$ cat config.mk
export PLATFORM = sky130hd
export DESIGN_NAME = vec_mul_sequencer_flat
export DESIGN_NICKNAME = d
export VERILOG_FILES = /design/src/rtl/vec_mul_pkg.sv /design/src/rtl/vec_mul_sequencer_if.sv /design/src/rtl/valid_delay_line.sv /design/src/rtl/vec_mul_sequencer.sv /design/src/flat_wrapper.sv
export SDC_FILE = /design/constraint.sdc
export NUM_CORES = 1
export LEC_CHECK = 0
export BUFFER_PORTS_ARGS = -buffer_cell sky130_fd_sc_hd__buf_2
export CAP_MARGIN = 0
export CORE_MARGIN = 4
export CORE_UTILIZATION = 40
export CTS_CLUSTER_DIAMETER = 60
export CTS_CLUSTER_SIZE = 16
export DETAILED_ROUTE_END_ITERATION = 16
export GPL_ROUTABILITY_DRIVEN = 1
export GPL_TIMING_DRIVEN = 0
export HOLD_SLACK_MARGIN = 0.06
export SLEW_MARGIN = 20
export SYNTH_ARGS = -nofsm -noshare
export SYNTH_HDL_FRONTEND = slang
export SYNTH_SLANG_ARGS = --single-unit
$ cat constraint.sdc
create_clock -name clk -period 3.9 [get_ports clk]
set_input_delay 0.585 -clock clk [delete_from_list [all_inputs] [get_ports clk]]
set_output_delay 0.585 -clock clk [all_outputs]
set_load 0.05 [all_outputs]
$ cat src/rtl/vec_mul_pkg.sv
// Shared state encoding and default sizing for the vector-multiply sequencer.
package vec_mul_pkg;

  localparam int DEF_ADDRESSSIZE  = 10;
  localparam int DEF_MATRIX_SIZE  = 32;
  localparam int DEF_WLOAD_CYCLES = DEF_MATRIX_SIZE;
  localparam int DEF_PIPE_LATENCY = DEF_MATRIX_SIZE + 2;

  typedef enum logic [2:0] {
    IDLE   = 3'd0,
    WLOAD  = 3'd1,
    STREAM = 3'd2,
    DRAIN  = 3'd3,
    FINISH = 3'd4
  } state_t;

endpackage

$ cat src/rtl/vec_mul_sequencer_if.sv
// Command, weight-FIFO, unified-buffer and result-SRAM signals of the sequencer.
interface vec_mul_sequencer_if
  import vec_mul_pkg::*;
#(
  parameter int ADDRESSSIZE = DEF_ADDRESSSIZE
) ();

  logic                   start;
  logic                   abort;
  logic                   reload_req;
  logic [ADDRESSSIZE-1:0] num_vecs;
  logic [ADDRESSSIZE-1:0] src_base;
  logic [ADDRESSSIZE-1:0] dst_base;
  logic                   fifo_empty;
  logic                   fifo_read_enable;
  logic                   weight_reload;
  logic [ADDRESSSIZE-1:0] ub_address;
  logic                   ub_valid;
  logic                   res_write_enable;
  logic [ADDRESSSIZE-1:0] res_address;
  logic                   busy;
  logic                   done;
  logic                   err;

  // master: the sequencer itself
  modport master (
    input  start, abort, reload_req, num_vecs, src_base, dst_base, fifo_empty,
    output fifo_read_enable, weight_reload, ub_address, ub_valid,
           res_write_enable, res_address, busy, done, err
  );

  // slave: host and datapath around the sequencer
  modport slave (
    output start, abort, reload_req, num_vecs, src_base, dst_base, fifo_empty,
    input  fifo_read_enable, weight_reload, ub_address, ub_valid,
           res_write_enable, res_address, busy, done, err
  );

endinterface

$ cat src/rtl/valid_delay_line.sv
// Fixed-depth shift register that delays the issue strobe to the array output.
module valid_delay_line #(
  parameter int DEPTH = 34
) (
  input  logic clk,
  input  logic rstn,
  input  logic flush,
  input  logic valid,
  output logic delayed
);

  logic [DEPTH:0] chain;

  assign chain[0] = valid;

  genvar gi;
  generate
    for (gi = 0; gi < DEPTH; gi++) begin : g_stage
      logic stage_reg;

      always_ff @(posedge clk) begin
        if (!rstn || flush) begin
          stage_reg <= 1'b0;
        end else begin
          stage_reg <= chain[gi];
        end
      end

      assign chain[gi+1] = stage_reg;
    end
  endgenerate

  assign delayed = chain[DEPTH];

endmodule

$ cat src/rtl/vec_mul_sequencer.sv
// Sequences one job: optional weight-tile load, vector streaming, result drain.
module vec_mul_sequencer
  import vec_mul_pkg::*;
#(
  parameter int ADDRESSSIZE  = DEF_ADDRESSSIZE,
  parameter int MATRIX_SIZE  = DEF_MATRIX_SIZE,
  parameter int WLOAD_CYCLES = MATRIX_SIZE,
  parameter int PIPE_LATENCY = MATRIX_SIZE + 2
) (
  input logic                 clk,
  input logic                 rstn,
  vec_mul_sequencer_if.master bus
);

  localparam int WLW = $clog2(WLOAD_CYCLES + 1);

  state_t                 state_reg;
  state_t                 state_next;
  logic [ADDRESSSIZE-1:0] num_reg;
  logic [ADDRESSSIZE-1:0] src_ptr_reg;
  logic [ADDRESSSIZE-1:0] res_ptr_reg;
  logic [ADDRESSSIZE-1:0] ub_last_reg;
  logic [ADDRESSSIZE-1:0] res_last_reg;
  logic [ADDRESSSIZE-1:0] issue_cnt_reg;
  logic [ADDRESSSIZE-1:0] write_cnt_reg;
  logic [WLW-1:0]         wl_cnt_reg;

  logic accept;
  logic issue;
  logic write_en;
  logic flush;

  assign accept = (state_reg == IDLE) && bus.start && !bus.abort;
  assign issue  = (state_reg == STREAM);
  assign flush  = (state_reg != IDLE) && bus.abort;

  valid_delay_line #(
    .DEPTH (PIPE_LATENCY)
  ) u_delay (
    .clk     (clk),
    .rstn    (rstn),
    .flush   (flush),
    .valid   (issue),
    .delayed (write_en)
  );

  always_ff @(posedge clk) begin
    if (!rstn) begin
      state_reg <= IDLE;
    end else begin
      state_reg <= state_next;
    end
  end

  always_comb begin
    state_next = state_reg;
    if (flush) begin
      state_next = IDLE;
    end else begin
      case (state_reg)
        IDLE: begin
          if (accept) begin
            if (bus.num_vecs == '0)    state_next = FINISH;
            else if (bus.reload_req)  state_next = WLOAD;
            else                      state_next = STREAM;
          end
        end
        WLOAD: begin
          // first WLOAD cycle decides between popping a tile and erroring out
          if (wl_cnt_reg == '0) begin
            if (bus.fifo_empty) state_next = IDLE;
          end else if (wl_cnt_reg == WLW'(WLOAD_CYCLES)) begin
            state_next = STREAM;
          end
        end
        STREAM: begin
          if (issue_cnt_reg == num_reg - ADDRESSSIZE'(1)) state_next = DRAIN;
        end
        DRAIN: begin
          if (write_cnt_reg == num_reg) state_next = FINISH;
        end
        FINISH:  state_next = IDLE;
        default: state_next = IDLE;
      endcase
    end
  end

  always_comb begin
    bus.busy             = (state_reg != IDLE);
    bus.done             = (state_reg == FINISH) && !bus.abort;
    bus.err              = 1'b0;
    bus.fifo_read_enable = 1'b0;
    bus.weight_reload    = 1'b0;
    bus.ub_valid         = issue;
    bus.ub_address       = issue ? src_ptr_reg : ub_last_reg;
    bus.res_write_enable = write_en;
    bus.res_address      = write_en ? res_ptr_reg : res_last_reg;
    if (state_reg == WLOAD) begin
      if (wl_cnt_reg == '0) begin
        bus.fifo_read_enable = !bus.fifo_empty && !bus.abort;
        bus.err              = bus.fifo_empty && !bus.abort;
      end else begin
        bus.weight_reload = 1'b1;
      end
    end
  end

  always_ff @(posedge clk) begin
    if (!rstn) begin
      num_reg       <= '0;
      src_ptr_reg   <= '0;
      res_ptr_reg   <= '0;
      ub_last_reg   <= '0;
      res_last_reg  <= '0;
      issue_cnt_reg <= '0;
      write_cnt_reg <= '0;
      wl_cnt_reg    <= '0;
    end else begin
      if (state_reg == WLOAD) begin
        wl_cnt_reg <= wl_cnt_reg + WLW'(1);
      end
      if (issue) begin
        ub_last_reg   <= src_ptr_reg;
        src_ptr_reg   <= src_ptr_reg + ADDRESSSIZE'(1);
        issue_cnt_reg <= issue_cnt_reg + ADDRESSSIZE'(1);
      end
      if (write_en) begin
        res_last_reg  <= res_ptr_reg;
        res_ptr_reg   <= res_ptr_reg + ADDRESSSIZE'(1);
        write_cnt_reg <= write_cnt_reg + ADDRESSSIZE'(1);
      end
      // job parameters are captured last so a new job always starts clean
      if (accept) begin
        num_reg       <= bus.num_vecs;
        src_ptr_reg   <= bus.src_base;
        res_ptr_reg   <= bus.dst_base;
        issue_cnt_reg <= '0;
        write_cnt_reg <= '0;
        wl_cnt_reg    <= '0;
      end
    end
  end

endmodule

$ cat src/flat_wrapper.sv
// flat-port wrapper written by rule: the top's interface ports become plain ports
module vec_mul_sequencer_flat import vec_mul_pkg::*;
#(
  parameter int ADDRESSSIZE  = DEF_ADDRESSSIZE,
  parameter int MATRIX_SIZE  = DEF_MATRIX_SIZE,
  parameter int WLOAD_CYCLES = MATRIX_SIZE,
  parameter int PIPE_LATENCY = MATRIX_SIZE + 2
)
  (clk, rstn, bus_start, bus_abort, bus_reload_req, bus_num_vecs, bus_src_base, bus_dst_base, bus_fifo_empty, bus_fifo_read_enable, bus_weight_reload, bus_ub_address, bus_ub_valid, bus_res_write_enable, bus_res_address, bus_busy, bus_done, bus_err);
  vec_mul_sequencer_if #(.ADDRESSSIZE(ADDRESSSIZE)) bus_i ();
  input logic clk;
  input logic rstn;
  input wire logic [$bits(bus_i.start)-1:0] bus_start;
  input wire logic [$bits(bus_i.abort)-1:0] bus_abort;
  input wire logic [$bits(bus_i.reload_req)-1:0] bus_reload_req;
  input wire logic [$bits(bus_i.num_vecs)-1:0] bus_num_vecs;
  input wire logic [$bits(bus_i.src_base)-1:0] bus_src_base;
  input wire logic [$bits(bus_i.dst_base)-1:0] bus_dst_base;
  input wire logic [$bits(bus_i.fifo_empty)-1:0] bus_fifo_empty;
  output wire logic [$bits(bus_i.fifo_read_enable)-1:0] bus_fifo_read_enable;
  output wire logic [$bits(bus_i.weight_reload)-1:0] bus_weight_reload;
  output wire logic [$bits(bus_i.ub_address)-1:0] bus_ub_address;
  output wire logic [$bits(bus_i.ub_valid)-1:0] bus_ub_valid;
  output wire logic [$bits(bus_i.res_write_enable)-1:0] bus_res_write_enable;
  output wire logic [$bits(bus_i.res_address)-1:0] bus_res_address;
  output wire logic [$bits(bus_i.busy)-1:0] bus_busy;
  output wire logic [$bits(bus_i.done)-1:0] bus_done;
  output wire logic [$bits(bus_i.err)-1:0] bus_err;
  assign bus_i.start = bus_start;
  assign bus_i.abort = bus_abort;
  assign bus_i.reload_req = bus_reload_req;
  assign bus_i.num_vecs = bus_num_vecs;
  assign bus_i.src_base = bus_src_base;
  assign bus_i.dst_base = bus_dst_base;
  assign bus_i.fifo_empty = bus_fifo_empty;
  assign bus_fifo_read_enable = bus_i.fifo_read_enable;
  assign bus_weight_reload = bus_i.weight_reload;
  assign bus_ub_address = bus_i.ub_address;
  assign bus_ub_valid = bus_i.ub_valid;
  assign bus_res_write_enable = bus_i.res_write_enable;
  assign bus_res_address = bus_i.res_address;
  assign bus_busy = bus_i.busy;
  assign bus_done = bus_i.done;
  assign bus_err = bus_i.err;
  vec_mul_sequencer #(.ADDRESSSIZE(ADDRESSSIZE), .MATRIX_SIZE(MATRIX_SIZE), .WLOAD_CYCLES(WLOAD_CYCLES), .PIPE_LATENCY(PIPE_LATENCY)) u_core (.clk(clk), .rstn(rstn), .bus(bus_i));
endmodule
==> results of run 1 <==
==> where the power goes <==
part	total, mW	switching, mW	internal, mW
logic	0.256	0.156	0.0993
clock network	1.50	0.533	0.964
registers	1.21	0.0287	1.18
==> stage by stage <==
stage	total power [mW]	hold slack, ns
after floorplan	1.409	0.4057
after global placement	1.483	0.4104
after detailed placement	1.491	0.4138
after CTS	2.993	0.3960
after global routing	3.078	0.4128
final	2.965	0.4156
==> layout by cell type (no fill, tap or decap), types with 4 or more instances in the layout <==
cell and count:
nand3_1 9, nor2b_1 7, clkinv_2 4, a21oi_1 14, nor3_1 7, buf_2 67
o21ai_0 6, ha_1 7, nand2b_1 4, and3_1 11, nand4_1 15, o211a_1 12
nand2_1 85, clkbuf_16 17, and2_1 54, xor2_1 35, clkbuf_1 24, mux2_2 10
a21boi_0 14, nor2_1 38, xnor2_1 19, inv_1 11, nor4_1 5, dfxtp_1 113
==> worst max path at each step <==
stage               depth (start not counted)                               from                    to
finish                                      7   u_core.state_reg[2]$_SDFFE_PP0P_     bus_ub_address[8]
CTS                                         7   u_core.state_reg[2]$_SDFFE_PP0P_     bus_ub_address[8]
global route                                7   u_core.state_reg[2]$_SDFFE_PP0P_     bus_ub_address[6]
floorplan                                   5  u_core.wl_cnt_reg[0]$_SDFFE_PP0P_  bus_fifo_read_enable
global placement                            8   u_core.state_reg[1]$_SDFFE_PP0P_     bus_ub_address[4]
detailed placement                          7   u_core.state_reg[2]$_SDFFE_PP0P_     bus_ub_address[8]
==> logic make-up after synthesis <==
kind of cell / after synthesis / share of synthesized area
DFF: 113 / 0.4547
adders and majority gates: 7 / 0.01760
muxes: 12 / 0.02666
buffers and inverters: 41 / 0.03395
and+or+nand+nor: 253 / 0.2606
xor gates and xnor gates: 55 / 0.09834
AOI/OAI and AO/OA: 71 / 0.1082
==> final cells by class <==
cell class | count | area, µm²
Antenna cell | 1 | 2.502
Buffer | 30 | 127.6
Clock buffer | 21 | 460.4
Clock inverter | 10 | 111.4
Fill cell | 1211 | 6047
Inverter | 11 | 41.29
Multi-Input combinational cell | 398 | 2544
Sequential cell | 113 | 2262
Tap cell | 168 | 210.2
Timing Repair Buffer | 61 | 305.3
==> worst max-delay path: stages, from the launching register on <==
cell	delay (ns)
dfxtp_1	0.40
nand2b_1	0.16
nand2b_1	0.14
clkbuf_1	0.41
buf_1	0.48
nand2_1	0.12
nand2_1	0.10
buf_2	0.26
==> per-layer routing <==
metal | vias up | wire length [µm] | GRT usage
met1 | 1884 | 5313 | 0.2105
met4 | 0 | 217 | 0.07301
met3 | 21 | 638 | 0.05184
met5 | - | 0 | 0
li1 | 2026 | - | -
met2 | 77 | 5574 | 0.2924
==> impl_results.md, run 1 <==
* Area leader, netlist: dfxtp_1
* Final setup margin at 0.8485 ns
* Sum of negative setup slack at 0 ns
* Post-synth EDFFs at 0
* Resized Gates After CTS at 0
* Die area at 14,290 µm²
* Clock tree buffer depth at 2
* RR Startpoint: u_core.num_reg[0]$_SDFFE_PN0P_
* GPL Wtd Cong at 0.8370
* Final hold viol count at 0
* Vias in the first global route at 4,152
* Critical path arrival at 2.47 ns
* Nets at 675
* Hold endpoint: u_core.src_ptr_reg[9]$_SDFFE_PN0P_
* Mean Syn Cell Area at 9.012 µm²
* Clock-pin slew on the worst setup and hold paths at 0.05 ns
* Initial Util at 0.4107
* DR DRC count at 0
* Final setup fails at 0
* Crit end category: output port
* Hold WC Path Type: in -> reg
* H-tree levels at 4
* R2r worst-path depth at 9
* Worst vdd ir at 0.3608 mV
* Layout area overhead at 21.91%
* Max Clock Skew at 0.003612 ns
* Initial antenna violation count at 0
* Pre-antenna DRT Iters at 4
* Share of the synthesized area in the top cell type at 0.4547
* Syn nets at 595
* 1st-iter DRT viols at 168
* Vias per inst at 4.930
* DP HPWL at 8555 µm
* Status: complete, no violations
* DP Worst Slack at 1.270 ns
* Largest net degree at the start of global routing at 17
* Share of layout cells above drive strength 1 at 0.1848
* Hold path start: bus_src_base[9]
* Routed Antenna Nets at 0
* Minimum clock period at 3.051 ns
* Cell area after layout at 6065 µm²
* PD cells at 488.9 nW/µm²
* Pleak at 2.698 nW
* Post-Route WL at 11,740 µm
* Setup Buffers After CTS at 0
* Synth Cell Area at 4975 µm²
* TritonCTS clock tree: done
* Count leader, synth: dfxtp_1
* Mapped Cells at 552
* Ports at 63
* Clock Latency Late Sink at 0.41 ns
* First-pass GRT wire length at 19,970 µm
* Root Driver: clkbuf_16
* Main synth FF type: dfxtp_1
* Wire length per cell at 14.44 µm
* # clock sinks at 113
* Slew Limit Fails at 0
* Core Region at 12,110 µm²
* Maximum operating frequency at 327.7 MHz
* Max Cap Viol at 0
* Synth warn at 0
* Sequential-to-total area share from yosys stat at 0.4547
* Max reg flops at 33
* Die X at 119.5 µm
* CP Class: reg -> out
* Final worst-path cycle share at 0.7824
* Total global routing overflow at 0
* Number of port buffers at 61
* Placed Cells at 781
* RSZ-0062 raised after global routing: no
* Rows at 40
* CTS buffer count at 17
* Netlist cell types at 57
* Cell Area, Placed at 5490 µm²
* Least-Margin Pin Slew at 0.7596 ns
* Post-Layout Cell Count at 813
* Worst reg-to-reg setup slack at 1.46 ns
* FF-to-FF End: u_core.state_reg[0]$_SDFFE_PP0P_
* CP Data Required Time at 3.31 ns
* Synth top area cells: dfxtp_1 (45%), and2_1 (6.8%), nand2_1 (6.4%)
* Post-layout util at 0.5007
* Yosys reg bits at 113
* Top cells by count, synth: dfxtp_1 (113), nand2_1 (85), and2_1 (54)
* GRT Overall Usage at 0.1751
* Via count of the routed design at 4,008
* CP max FO at 10
* Fraction of registers with async set/reset at 0
* Startpoint types: flip-flop
* Chip height at 119.5 µm
* Slew headroom at 0.4925
* Hold Buf Count CTS at 0
* Worst Hold Path Cells at 2
No activity file was read; power rests on OpenSTA's default activity.
==> run 2: changes to the inputs <==
- clock period: 3.9 -> 2.7 ns (I/O delays scaled with it)
==> impl_results.md, run 2 (synthesized netlist as in run 1, its figures left out) <==
* Status: complete, no violations (unchanged)
* Minimum clock period at 2.554 ns
* FF-to-FF End: u_core.state_reg[0]$_SDFFE_PP0P_ (unchanged)
* Crit end category: output port (unchanged)
* Initial Util at 0.4107 (unchanged)
* Number of port buffers at 61 (unchanged)
* Worst reg-to-reg setup slack at 0.25 ns (was 1.46 ns)
* Chip height at 119.5 µm (unchanged)
* Worst vdd ir at 0.4442 mV (was 0.3608 mV)
* Layout area overhead at 23.21% (was 21.91%)
* 1st-iter DRT viols at 210 (was 168)
* Critical path arrival at 2.15 ns (was 2.47 ns)
* RR Startpoint: u_core.num_reg[0]$_SDFFE_PN0P_ (unchanged)
* PD cells at 727.9 nW/µm² (was 488.9 nW/µm²)
* Slew Limit Fails at 0 (unchanged)
* NetSw at 1.026 mW (was 718.4 µW)
* Cell Area, Placed at 5497 µm² (was 5490 µm²)
* Clock tree buffer depth at 2 (unchanged)
* Clock share of power at 0.524 (was 0.505)
* Final setup fails at 0 (unchanged)
* # clock sinks at 113 (unchanged)
* Sum of negative setup slack at 0 ns (unchanged)
* RSZ-0062 raised after global routing: no (unchanged)
* Pint at 3.436 mW (was 2.247 mW)
* CP Data Required Time at 2.30 ns (was 3.31 ns)
* Share of layout cells above drive strength 1 at 0.1913 (was 0.1848)
* Slew headroom at 0.5205 (was 0.4925)
* Max Cap Viol at 0 (unchanged)
* Vias per inst at 4.941 (was 4.930)
* Sequential share of power at 0.393 (was 0.409)
* Via count of the routed design at 4,007 (was 4,008)
* Final hold viol count at 0 (unchanged)
* Rows at 40 (unchanged)
* Total global routing overflow at 0 (unchanged)
* Max Clock Skew at 0.01670 ns (was 0.003612 ns)
* CP Class: reg -> out (unchanged)
* Ports at 63 (unchanged)
* Comb pwr share at 0.084 (was 0.086)
* TritonCTS clock tree: done (unchanged)
* CP endpoint: bus_ub_valid (was bus_ub_address[8])
* Multi-input gate area at 2552 µm² (was 2544 µm²)
* Die X at 119.5 µm (unchanged)
* GRT Overall Usage at 0.1774 (was 0.1751)
* Least-Margin Pin Slew at 0.7178 ns (was 0.7596 ns)
* Final worst-path cycle share at 0.9461
* Max reg flops at 33 (unchanged)
* Core Region at 12,110 µm² (unchanged)
* Hold WC Path Type: in -> reg (unchanged)
* # fillers at 1,174 (was 1,211)
* Antenna Cells at 0 (was 1)
* R2r worst-path depth at 9 (unchanged)
* Sequential cell area at 2262 µm² (unchanged)
* Most frequent cells in the layout: dfxtp_1 (113), nand2_1 (85), buf_2 (64), and2_1 (54), nor2_1 (38) (was dfxtp_1 (113), nand2_1 (85), buf_2 (67), and2_1 (54), nor2_1 (38))
* Die area at 14,290 µm² (unchanged)
* Placed Cells at 781 (unchanged)
* Setup Buffers After CTS at 0 (unchanged)
* Pre-antenna DRT Iters at 4 (unchanged)
* Most common cell after layout, fill and taps aside: dfxtp_1 (unchanged)
* Clock Latency Late Sink at 0.42 ns (was 0.41 ns)
* Wire length per cell at 14.65 µm (was 14.44 µm)
* DR DRC count at 0 (unchanged)
* Pleak at 2.725 nW (was 2.698 nW)
* DP HPWL at 8647 µm (was 8555 µm)
* Root Driver: clkbuf_16 (unchanged)
* Post-Route WL at 11,880 µm (was 11,740 µm)
* Hold Buf Count CTS at 0 (unchanged)
* Post-Layout Cell Count at 811 (was 813)
* Maximum operating frequency at 391.5 MHz
* H-tree levels at 4 (unchanged)
* Initial antenna violation count at 1 (was 0)
* CP max FO at 10 (unchanged)
* Nets at 674 (was 675)
* Startpoint types: flip-flop (unchanged)
* Largest net degree at the start of global routing at 17 (unchanged)
* GPL Wtd Cong at 0.8274 (was 0.8370)
* Switching fraction of total power at 0.2299 (was 0.2423)
* Cell area after layout at 6130 µm² (was 6065 µm²)
* CTS buffer count at 17 (unchanged)
* Clock-pin slew on the worst setup and hold paths at 0.05 ns (about the same)
* Routed Antenna Nets at 0 (unchanged)
* Post-layout util at 0.5061 (was 0.5007)
* Vias in the first global route at 4,060 (was 4,152)
* Crit path from: u_core.state_reg[1]$_SDFFE_PP0P_ (was u_core.state_reg[2]$_SDFFE_PP0P_)
* First-pass GRT wire length at 19,950 µm (was 19,970 µm)
[run 2: changes by cell type in the layout (fill, tap and decap cells not counted), moves of 2 or more]
| cell | change |
|---|---|
| buf_2 | -3 |
| buf_4 | +2 |
| bufinv_16 | +2 |
| clkbuf_1 | -2 |
| clkbuf_4 | +3 |
[run 2: how the worst min path moves through the flow]
stage                                                            to                                            start  slack [ns]  depth (start not counted)
finish                           u_core.src_ptr_reg[0]$_SDFFE_PN0P_                                  bus_src_base[0]        0.22                          2
floorplan                         u_core.u_delay.delayed$_SDFF_PP0_  u_core.u_delay.g_stage[32].stage_reg$_SDFF_PP0_        0.41                          1
global route                     u_core.src_ptr_reg[0]$_SDFFE_PN0P_                                  bus_src_base[0]        0.22                          2
CTS                              u_core.src_ptr_reg[0]$_SDFFE_PN0P_                                  bus_src_base[0]        0.21                          2
detailed placement  u_core.u_delay.g_stage[15].stage_reg$_SDFF_PP0_  u_core.u_delay.g_stage[14].stage_reg$_SDFF_PP0_        0.41                          1
global placement    u_core.u_delay.g_stage[32].stage_reg$_SDFF_PP0_  u_core.u_delay.g_stage[31].stage_reg$_SDFF_PP0_        0.41                          1
[run 2: metal layers]
| layer | global-route usage | part of all wire |
|---|---|---|
| met3 | 0.05891 | 0.047 |
| met1 | 0.2213 | 0.47 |
| met5 | 0 | 0.0011 |
| met4 | 0.09162 | 0.017 |
| met2 | 0.2730 | 0.47 |
[run 2: stage by stage]
step	power, mW	worst slack [ns]	hold WS [ns]
after detailed placement	2.156	0.2113	0.4149
after global placement	2.144	0.2689	0.4097
final	4.462	0.1457	0.2194
after floorplan	2.035	0.2466	0.4057
after CTS	4.504	0.06529	0.2091
after global routing	4.650	0.007346	0.2194
[run 2: area by class of cell]
cell class,instances,area share
Buffer,29,0.02184
Clock buffer,21,0.07512
Clock inverter,10,0.02592
Inverter,11,0.006736
Multi-Input combinational cell,398,0.4164
Sequential cell,113,0.3691
Tap cell,168,0.03429
Timing Repair Buffer,61,0.05062
[run 2: timing repair]
item,4_1_cts,5_1_grt
setup endpoints to repair,11,10
resized for setup,5,4
pin swaps,0,0
[run 2: worst max-delay path, stage by stage, from the launching register on]
cell,delay (ns)
dfxtp_1,0.42
nand2b_1,0.12
nand2b_2,0.32
inv_1,0.20
clkbuf_4,0.24
buf_4,0.21
buf_4,0.22
[run 2: power by group through the flow]
| stage | sequential [mW] | clock, mW | combinational [mW] |
|---|---|---|---|
| 3_5_place_dp | 1.78 | 0 | 0.371 |
| 3_3_place_gp | 1.78 | 0 | 0.361 |
| 6_report | 1.75 | 2.34 | 0.374 |
| 4_1_cts | 1.75 | 2.38 | 0.376 |
| 2_1_floorplan | 1.77 | 0 | 0.263 |
| 5_1_grt | 1.75 | 2.48 | 0.417 |
